**src/rtl/run_detect_pkg.sv**
```systemverilog
// Shared definitions for the run detector: per-channel FSM states and the
// meaning of each bit of the mode input.
package run_detect_pkg;

    typedef enum logic [1:0] {
        IDLE = 2'd0,
        RUN  = 2'd1,
        HIT  = 2'd2,
        HOLD = 2'd3
    } run_state_t;

    localparam int MODE_LEVEL  = 0;  // 0: look for runs of ones, 1: runs of zeros
    localparam int MODE_RETRIG = 1;  // 1: keep producing hits while the run continues

endpackage

```
**src/rtl/run_detect_ch.sv**
```systemverilog
// Single-channel run detector: FSM with run counter plus a saturating count
// of hits. Activity and the flush request are decoded by the parent.
module run_detect_ch
    import run_detect_pkg::*;
#(
    parameter int MIN_RUN = 3,
    parameter int EV_W    = 8
) (
    input  logic            clk,
    input  logic            reset,
    input  logic            flush,
    input  logic            active,
    input  logic            retrig,
    input  logic            clr,
    output logic            q,
    output logic [EV_W-1:0] ev_cnt
);

    localparam int              CW      = $clog2(MIN_RUN + 1);
    localparam logic [CW-1:0]   RUN_LEN = CW'(MIN_RUN);
    localparam logic [CW-1:0]   ONE     = CW'(1);
    localparam logic [EV_W-1:0] EV_MAX  = '1;

    run_state_t      state_reg, state_next;
    logic [CW-1:0]   cnt_reg, cnt_next, cnt_inc;
    logic [EV_W-1:0] ev_reg, ev_next;

    always_comb begin
        state_next = state_reg;
        cnt_next   = cnt_reg;
        cnt_inc    = cnt_reg + ONE;
        if (flush || !active) begin
            state_next = IDLE;
            cnt_next   = '0;
        end else begin
            case (state_reg)
                IDLE: begin
                    cnt_next   = ONE;
                    state_next = (RUN_LEN == ONE) ? HIT : RUN;
                end
                RUN: begin
                    cnt_next   = cnt_inc;
                    state_next = (cnt_inc == RUN_LEN) ? HIT : RUN;
                end
                HIT: begin
                    if (retrig) begin
                        cnt_next   = ONE;
                        state_next = (RUN_LEN == ONE) ? HIT : HOLD;
                    end else begin
                        cnt_next   = '0;
                        state_next = HOLD;
                    end
                end
                HOLD: begin
                    // Without retrigger the run is parked here until it breaks.
                    if (retrig) begin
                        cnt_next   = cnt_inc;
                        state_next = (cnt_inc == RUN_LEN) ? HIT : HOLD;
                    end
                end
                default: begin
                    state_next = IDLE;
                    cnt_next   = '0;
                end
            endcase
        end
    end

    always_comb begin
        ev_next = ev_reg;
        if (clr) begin
            ev_next = '0;
        end else if (state_next == HIT && ev_reg != EV_MAX) begin
            ev_next = ev_reg + EV_W'(1);
        end
    end

    always_ff @(posedge clk) begin
        if (reset) begin
            state_reg <= IDLE;
            cnt_reg   <= '0;
            ev_reg    <= '0;
        end else begin
            state_reg <= state_next;
            cnt_reg   <= cnt_next;
            ev_reg    <= ev_next;
        end
    end

    assign q      = (state_reg == HIT);
    assign ev_cnt = ev_reg;

endmodule

```
**src/rtl/run_detect.sv**
```systemverilog
// Multi-channel run detector: N_CH independent channels sharing one mode.
// A change of active level flushes every channel back to IDLE.
module run_detect
    import run_detect_pkg::*;
#(
    parameter int N_CH    = 4,
    parameter int MIN_RUN = 3,
    parameter int EV_W    = 8
) (
    input  logic                 clk,
    input  logic                 reset,
    input  logic [N_CH-1:0]      i,
    input  logic [1:0]           mode,
    input  logic                 clr,
    output logic [N_CH-1:0]      q,
    output logic [N_CH*EV_W-1:0] ev_cnt
);

    logic level_reg;
    logic flush;

    always_ff @(posedge clk) begin
        if (reset) begin
            level_reg <= 1'b0;
        end else begin
            level_reg <= mode[MODE_LEVEL];
        end
    end

    assign flush = (mode[MODE_LEVEL] != level_reg);

    generate
        for (genvar gi = 0; gi < N_CH; gi++) begin : g_ch
            // A sample is active when it matches the selected level.
            run_detect_ch #(
                .MIN_RUN(MIN_RUN),
                .EV_W   (EV_W)
            ) u_ch (
                .clk   (clk),
                .reset (reset),
                .flush (flush),
                .active(i[gi] ^ mode[MODE_LEVEL]),
                .retrig(mode[MODE_RETRIG]),
                .clr   (clr),
                .q     (q[gi]),
                .ev_cnt(ev_cnt[gi*EV_W +: EV_W])
            );
        end
    endgenerate

endmodule

```
**config.mk**
```make
export PLATFORM = sky130hd
export DESIGN_NAME = run_detect
export DESIGN_NICKNAME = d
export VERILOG_FILES = /design/src/rtl/run_detect_pkg.sv /design/src/rtl/run_detect_ch.sv /design/src/rtl/run_detect.sv
export SDC_FILE = /design/constraint.sdc
export NUM_CORES = 1
export LEC_CHECK = 0
export ABC_AREA = 1
export ABC_CLOCK_PERIOD_IN_PS = 1430
export CORE_MARGIN = 5
export CORE_UTILIZATION = 30
export CTS_BUF_LIST = sky130_fd_sc_hd__clkbuf_4 sky130_fd_sc_hd__clkbuf_8
export DETAILED_ROUTE_END_ITERATION = 8
export GPL_TIMING_DRIVEN = 0
export SYNTH_ARGS = -nofsm -noshare
export SYNTH_HDL_FRONTEND = slang
export SYNTH_SLANG_ARGS = --single-unit
```
**constraint.sdc**
```tcl
create_clock -name clk -period 1.43 [get_ports clk]
set_input_delay 0.429 -clock clk [delete_from_list [all_inputs] [get_ports clk]]
set_output_delay 0.429 -clock clk [all_outputs]
set_load 0.05 [all_outputs]
```
==> results of run 1 <==
## layout make-up
| type | count | area [µm²] |
|---|---|---|
| fill | 989 | 5497 |
| timing repair buffer | 53 | 435.4 |
| inverter | 49 | 186.4 |
| buffer | 6 | 50.05 |
| sequential | 49 | 1032 |
| clock inverter | 1 | 5.005 |
| tap | 129 | 161.4 |
| clock buffer | 6 | 76.32 |
| multi-input combinational | 331 | 1797 |
## per-layer routing
metal  up-vias  global-route usage, %  wire, µm
li1       1494                      -         -
met1      1259                  15.73      3393
met2        56                  20.38      3370
met3        11                  2.819       248
met4         0                  4.201       122
met5         -                      0         0
## metrics by stage
| stage | setup TNS (ns) | total power (µW) | instance area [µm²] | worst slack, ns | utilization, % |
|---|---|---|---|---|---|
| after CTS | -0.1142 | 2406 | 3528 | -0.04645 | 38.19 |
| after detailed placement | -27.13 | 1585 | 3467 | -0.5496 | 37.52 |
| after global placement | -26.40 | 1580 | 3467 | -0.5552 | 37.52 |
| after global routing | -0.07279 | 2489 | 3744 | -0.06607 | 40.51 |
| final | -0.02868 | 2391 | 3744 | -0.02868 | 40.51 |
| after floorplan | 0 | 1524 | 2865 | 0.01206 | - |
## critical path, stage by stage, from the launching register on
cell and delay [ns]:
dfxtp_2 0.34, inv_2 0.03, nor2_1 0.08, buf_4 0.13
buf_8 0.14
## cells in the final DEF (no fill, tap or decap), drive strengths merged, types with 8 or more instances in the layout
master,n
nand2,143
dfxtp,49
nand3,34
o21ai,23
xor2,8
inv,49
buf,44
a21oi,34
nor2,72
clkbuf,13
ha,8
## worst paths after layout
path	endpoint	cells past startpoint	from
worst min register to register	g_ch[0].u_ch.state_reg[1]$_SDFF_PP0_	2	g_ch[0].u_ch.state_reg[1]$_SDFF_PP0_
worst max-delay path	q[0]	4	g_ch[0].u_ch.state_reg[1]$_SDFF_PP0_
worst min-delay path	g_ch[0].u_ch.state_reg[1]$_SDFF_PP0_	2	g_ch[0].u_ch.state_reg[1]$_SDFF_PP0_
worst max register to register	g_ch[0].u_ch.ev_cnt[0]$_SDFFE_PP0P_	7	level_reg$_SDFF_PP0_
## logic make-up (layout without fill, tap and decap cells)
kind of cell / after synthesis / after routing / synth area share, %
adder cells (fa/ha/maj): 8 / 8 / 3.526
XOR/XNOR: 8 / 8 / 2.468
AND/OR/NAND/NOR: 258 / 258 / 39.75
flip-flops: 49 / 49 / 34.55
AO/OA/AOI/OAI: 57 / 57 / 10.97
buffers and inverters: 58 / 115 / 8.726
## report_power, final
group / internal [µW] / total, µW / switching, µW / leakage (µW)
Sequential: 1380 / 1390 / 17.2 / 0.000415
Combinational: 62.0 / 178 / 116 / 0.00105
Clock: 353 / 820 / 466 / 0.0000445
## timing repair
action                                  4_1_cts  5_1_grt
setup buffers                                 4        5
pin swaps                                     5       11
endpoints found under the setup margin       68       48
gates resized for setup                     237       67
hold buffers                                  0        0
==> results.py, run 1 <==
metrics = {
    "yosys": {
        "syn_inst": 438,
        "synth_top_area_share_pct": 34.55,
        "synthTopCellsByCount": "nand2_1, nor2_1, dfxtp_1",
        "ys_seq_area_share_pct": 34.55,
        "yosys_register_bits": 49,
        "synth_edf_count": 0,
        "syn_area_per_cell_um2": 6.482,
        "synthTopCellsByArea": "dfxtp_1, nand2_1, nor2_1",
        "synth_area_um2": 2839,
        "synth_ff_type": "dfxtp_1",
        "ys.warnings.count": 0,
        "synth_most_common_cell": "nand2_1",
        "synth_nets": 455,
        "synth_cell_type_count": 24,
        "synth_top_area_cell": "dfxtp_1",
        "synth-async-reset-ratio_pct": 0,
    },
    "critical_path": {
        "cp-end-kind": "primary output",
        "cp.required_ns": 1.00,
        "cp.arrival_ns": 1.03,
        "critical_path_class": "flip-flop to primary output",
        "start_kind": "flip-flop",
        "ff2ff_setup_slack_ns": 0.08,
        "path_max_fanout": 2,
    },
    "timing": {
        "fin_ws_ns": -0.02868,
        "min_period_ns": 1.459,
        "fin_hold_ws_ns": 0.4620,
        "fmax_mhz": 685.6,
        "skew_ns": 0.005203,
        "setup_viol": 1,
        "hold_viol_final": 0,
        "slew_viol_final": 0,
        "grt_setup_unrepaired": "true",
        "slew_headroom_pct": 80.05,
        "tightest_slew_ns": 0.2981,
        "min_period_over_period_pct": 102.0,
    },
    "routing": {
        "drt_wl_total_mm": 7.134,
        "drtAntennaViolNets": 0,
        "num_vias": 2820,
        "drc": 0,
        "firstDrtPassIters": 5,
        "routedWlPerCell_um": 11.43,
        "viasPerCell": 4.519,
        "first_iter_violations": 88,
    },
    "final_layout": {
        "final_cells": 624,
        "antenna_cells": 0,
        "area_growth_pct": 31.86,
        "largest_reg_flops": 32,
        "final_nets": 512,
        "drive_above_1_share_pct": 32.12,
    },
    "floorplanning": {
        "io_pins": 45,
        "fp.dieH_um": 107.3,
        "rows": 35,
        "die_area_um2": 11510,
        "start_util_pct": 30.72,
        "die_w_um": 107.3,
        "core_um2": 9240,
    },
    "global_route": {
        "overflow": 0,
        "grt_pass1_wl_mm": 11.76,
        "antenna_found_initial": 0,
        "grt_max_degree": 15,
        "track_usage_pct": 12.32,
        "grt_pass1_vias": 2626,
    },
    "status": {
        "outcome": "complete, but fails checks",
        "violations": "setup timing",
    },
    "place": {
        "place.gp.congestion": 0.7882,
        "port_buffers": 44,
        "hpwl_mm": 5.169,
        "dp.cells": 611,
    },
    "worst_hold_path": {
        "hold_path_class": "flip-flop to flip-flop",
    },
    "cts": {
        "clkSinkCount": 49,
        "clk_pin_slew_worst_paths_ns": 0.09,
        "cts-htree-levels": 2,
        "cts_buffers": 5,
        "cts_tree": "yes",
        "clock_latency_ns": 0.30,
        "cts_buffer_depth": 2,
        "root_buffer": "clkbuf_8",
    },
    "power_and_ir_drop": {
        "leakage_uw": 0.001510,
        "power_density_nw_per_um2": 638.8,
        "ir_worst_vdd_v": 0.0003232,
    },
    "flow_run": {
        "maxCapViolCount": 0,
    },
}
Note: power is estimated with default switching activity, not from simulation.
==> run 2, diff against run 1 <==
CORE_UTILIZATION = 45   (was 30)
PLACE_DENSITY = 0.69   (was default)
==> results.py, run 2 (synthesis gave the netlist of run 1 again) <==
metrics = {
    "critical_path": {
        "critical_path_class": "flip-flop to primary output",
        "path_max_fanout": 2,
        "max_stage_delay_ns": 0.35,
        "critPathSlowestCell": "dfxtp_2",
        "cp-end-kind": "primary output",
        "start_kind": "flip-flop",
        "cp.arrival_ns": 1.01,
        "ff2ff_setup_slack_ns": 0.08,
        "path_cells": "inv_2 -> nor2_1 -> buf_4 -> buf_8",
        "cp.required_ns": 1.00,
    },
    "floorplanning": {
        "fp.dieH_um": 89.43,
        "start_util_pct": 45.49,
        "die_area_um2": 7998,
        "core_um2": 6241,
        "die_w_um": 89.43,
        "rows": 29,
        "io_pins": 45,
    },
    "final_layout": {
        "final_common_cell": "nand2_1",
        "post-route-util_pct": 58.54,
        "largest_reg_flops": 32,
        "drive_above_1_share_pct": 28.63,
        "final_cell_mix": "nand2_1, nor2_1, inv_1",
        "antenna_cells": 0,
        "final_nets": 512,
        "fill_cells": 624,
        "area_growth_pct": 28.69,
        "final_cells": 573,
    },
    "global_route": {
        "grt_pass1_wl_mm": 11.10,
        "antenna_found_initial": 0,
        "overflow": 0,
        "track_usage_pct": 17.27,
        "grt_max_degree": 15,
        "grt_pass1_vias": 2535,
    },
    "power_and_ir_drop": {
        "power_uw": 2610,
        "seq_power_share_pct": 53.2,
        "p_int_uw": 2023,
        "clockPowerShare_pct": 40.1,
        "power_switching_uw": 587.6,
        "ir_worst_vdd_v": 0.0003714,
        "p_comb_share_pct": 6.7,
        "switching_share_pct": 22.51,
        "power_density_nw_per_um2": 714.4,
        "leakage_uw": 0.001516,
    },
    "place": {
        "hpwl_mm": 4.779,
        "dp.cells": 559,
        "port_buffers": 44,
        "dp_slack_ns": -0.4940,
        "place.gp.congestion": 0.8303,
    },
    "worst_hold_path": {
        "hold_path_class": "flip-flop to flip-flop",
    },
    "cts": {
        "cts_buffer_depth": 2,
        "clkSinkCount": 49,
        "cts_tree": "yes",
        "clock_latency_ns": 0.30,
        "root_buffer": "clkbuf_8",
        "cts-htree-levels": 2,
        "clk_pin_slew_worst_paths_ns": 0.09,
        "cts_hold_buf": 0,
        "cts_buffers": 5,
    },
    "timing": {
        "tightest_slew_ns": 0.2807,
        "fmax_mhz": 693.0,
        "fin_ws_ns": -0.01297,
        "setup_viol": 1,
        "skew_ns": 0.01037,
        "min_period_over_period_pct": 100.9,
        "slew_viol_final": 0,
        "fin_setup_tns_ns": -0.01297,
        "grt_setup_unrepaired": "true",
        "slew_headroom_pct": 81.29,
        "hold_viol_final": 0,
        "min_period_ns": 1.443,
    },
    "routing": {
        "viasPerCell": 4.955,
        "drt_wl_total_mm": 6.759,
        "routedWlPerCell_um": 11.80,
        "first_iter_violations": 98,
        "drc": 0,
        "firstDrtPassIters": 4,
        "num_vias": 2839,
        "drtAntennaViolNets": 0,
    },
    "status": {
        "outcome": "complete, but fails checks",
        "violations": "setup timing",
    },
    "flow_run": {
        "maxCapViolCount": 0,
    },
}
## run 2: layout make-up
type	count	area (µm²)	area share (%)
clock buffers	7	90.09	2.466
plain buffers	7	52.55	1.438
inverters	49	186.4	5.103
clock inverters	1	30.03	0.8219
flip-flops and latches	49	1030	28.19
well taps	77	96.34	2.637
multi-input cells	331	1757	48.08
repair buffers	52	411.6	11.27
## run 2: per-stage QoR
step / instance area (µm²) / hold WS [ns]
after global routing: 3654 / 0.4727
after global placement: 3402 / 0.4713
after detailed placement: 3402 / 0.4736
after CTS: 3463 / 0.4739
after floorplan: 2865 / 0.4553
final: 3654 / 0.4578
## run 2: what timing repair did
item                                    4_1_cts  5_1_grt
endpoints found under the setup margin       69       51
pin swaps                                     4       10
setup buffers                                 3        5
resized for setup                           223       58
## run 2: worst paths after layout
kind / startpoint / depth (start not counted) / endpoint
hold / removal: g_ch[3].u_ch.state_reg[1]$_SDFF_PP0_ / 2 / g_ch[3].u_ch.state_reg[1]$_SDFF_PP0_
hold reg to reg: g_ch[3].u_ch.state_reg[1]$_SDFF_PP0_ / 2 / g_ch[3].u_ch.state_reg[1]$_SDFF_PP0_
setup / recovery: g_ch[2].u_ch.state_reg[1]$_SDFF_PP0_ / 4 / q[2]
setup reg to reg: g_ch[0].u_ch.cnt_reg[0]$_SDFFE_PP0P_ / 8 / g_ch[0].u_ch.ev_cnt[7]$_SDFFE_PP0P_
## run 2: worst max-delay path: cells and delay by family (launching register included)
family                 cells  cell delay (ns)
DFF                        1             0.35
and+or+nand+nor            1             0.08
buffers and inverters      3             0.29
## run 2: per-layer routing
metal  part of all wire, %  GRT usage [%]
met4                  0.71          3.248
met3                   4.3          3.041
met1                    47          22.36
met2                    48          30.21
met5                     0              0
## run 2: power by group through the flow
stage / clock network [µW] / registers (µW) / logic (µW)
final: 1050 / 1390 / 175
after global routing: 1120 / 1390 / 198
after CTS: 1060 / 1390 / 165
after detailed placement: 0 / 1420 / 162
after global placement: 0 / 1420 / 157
after floorplan: 0 / 1420 / 105
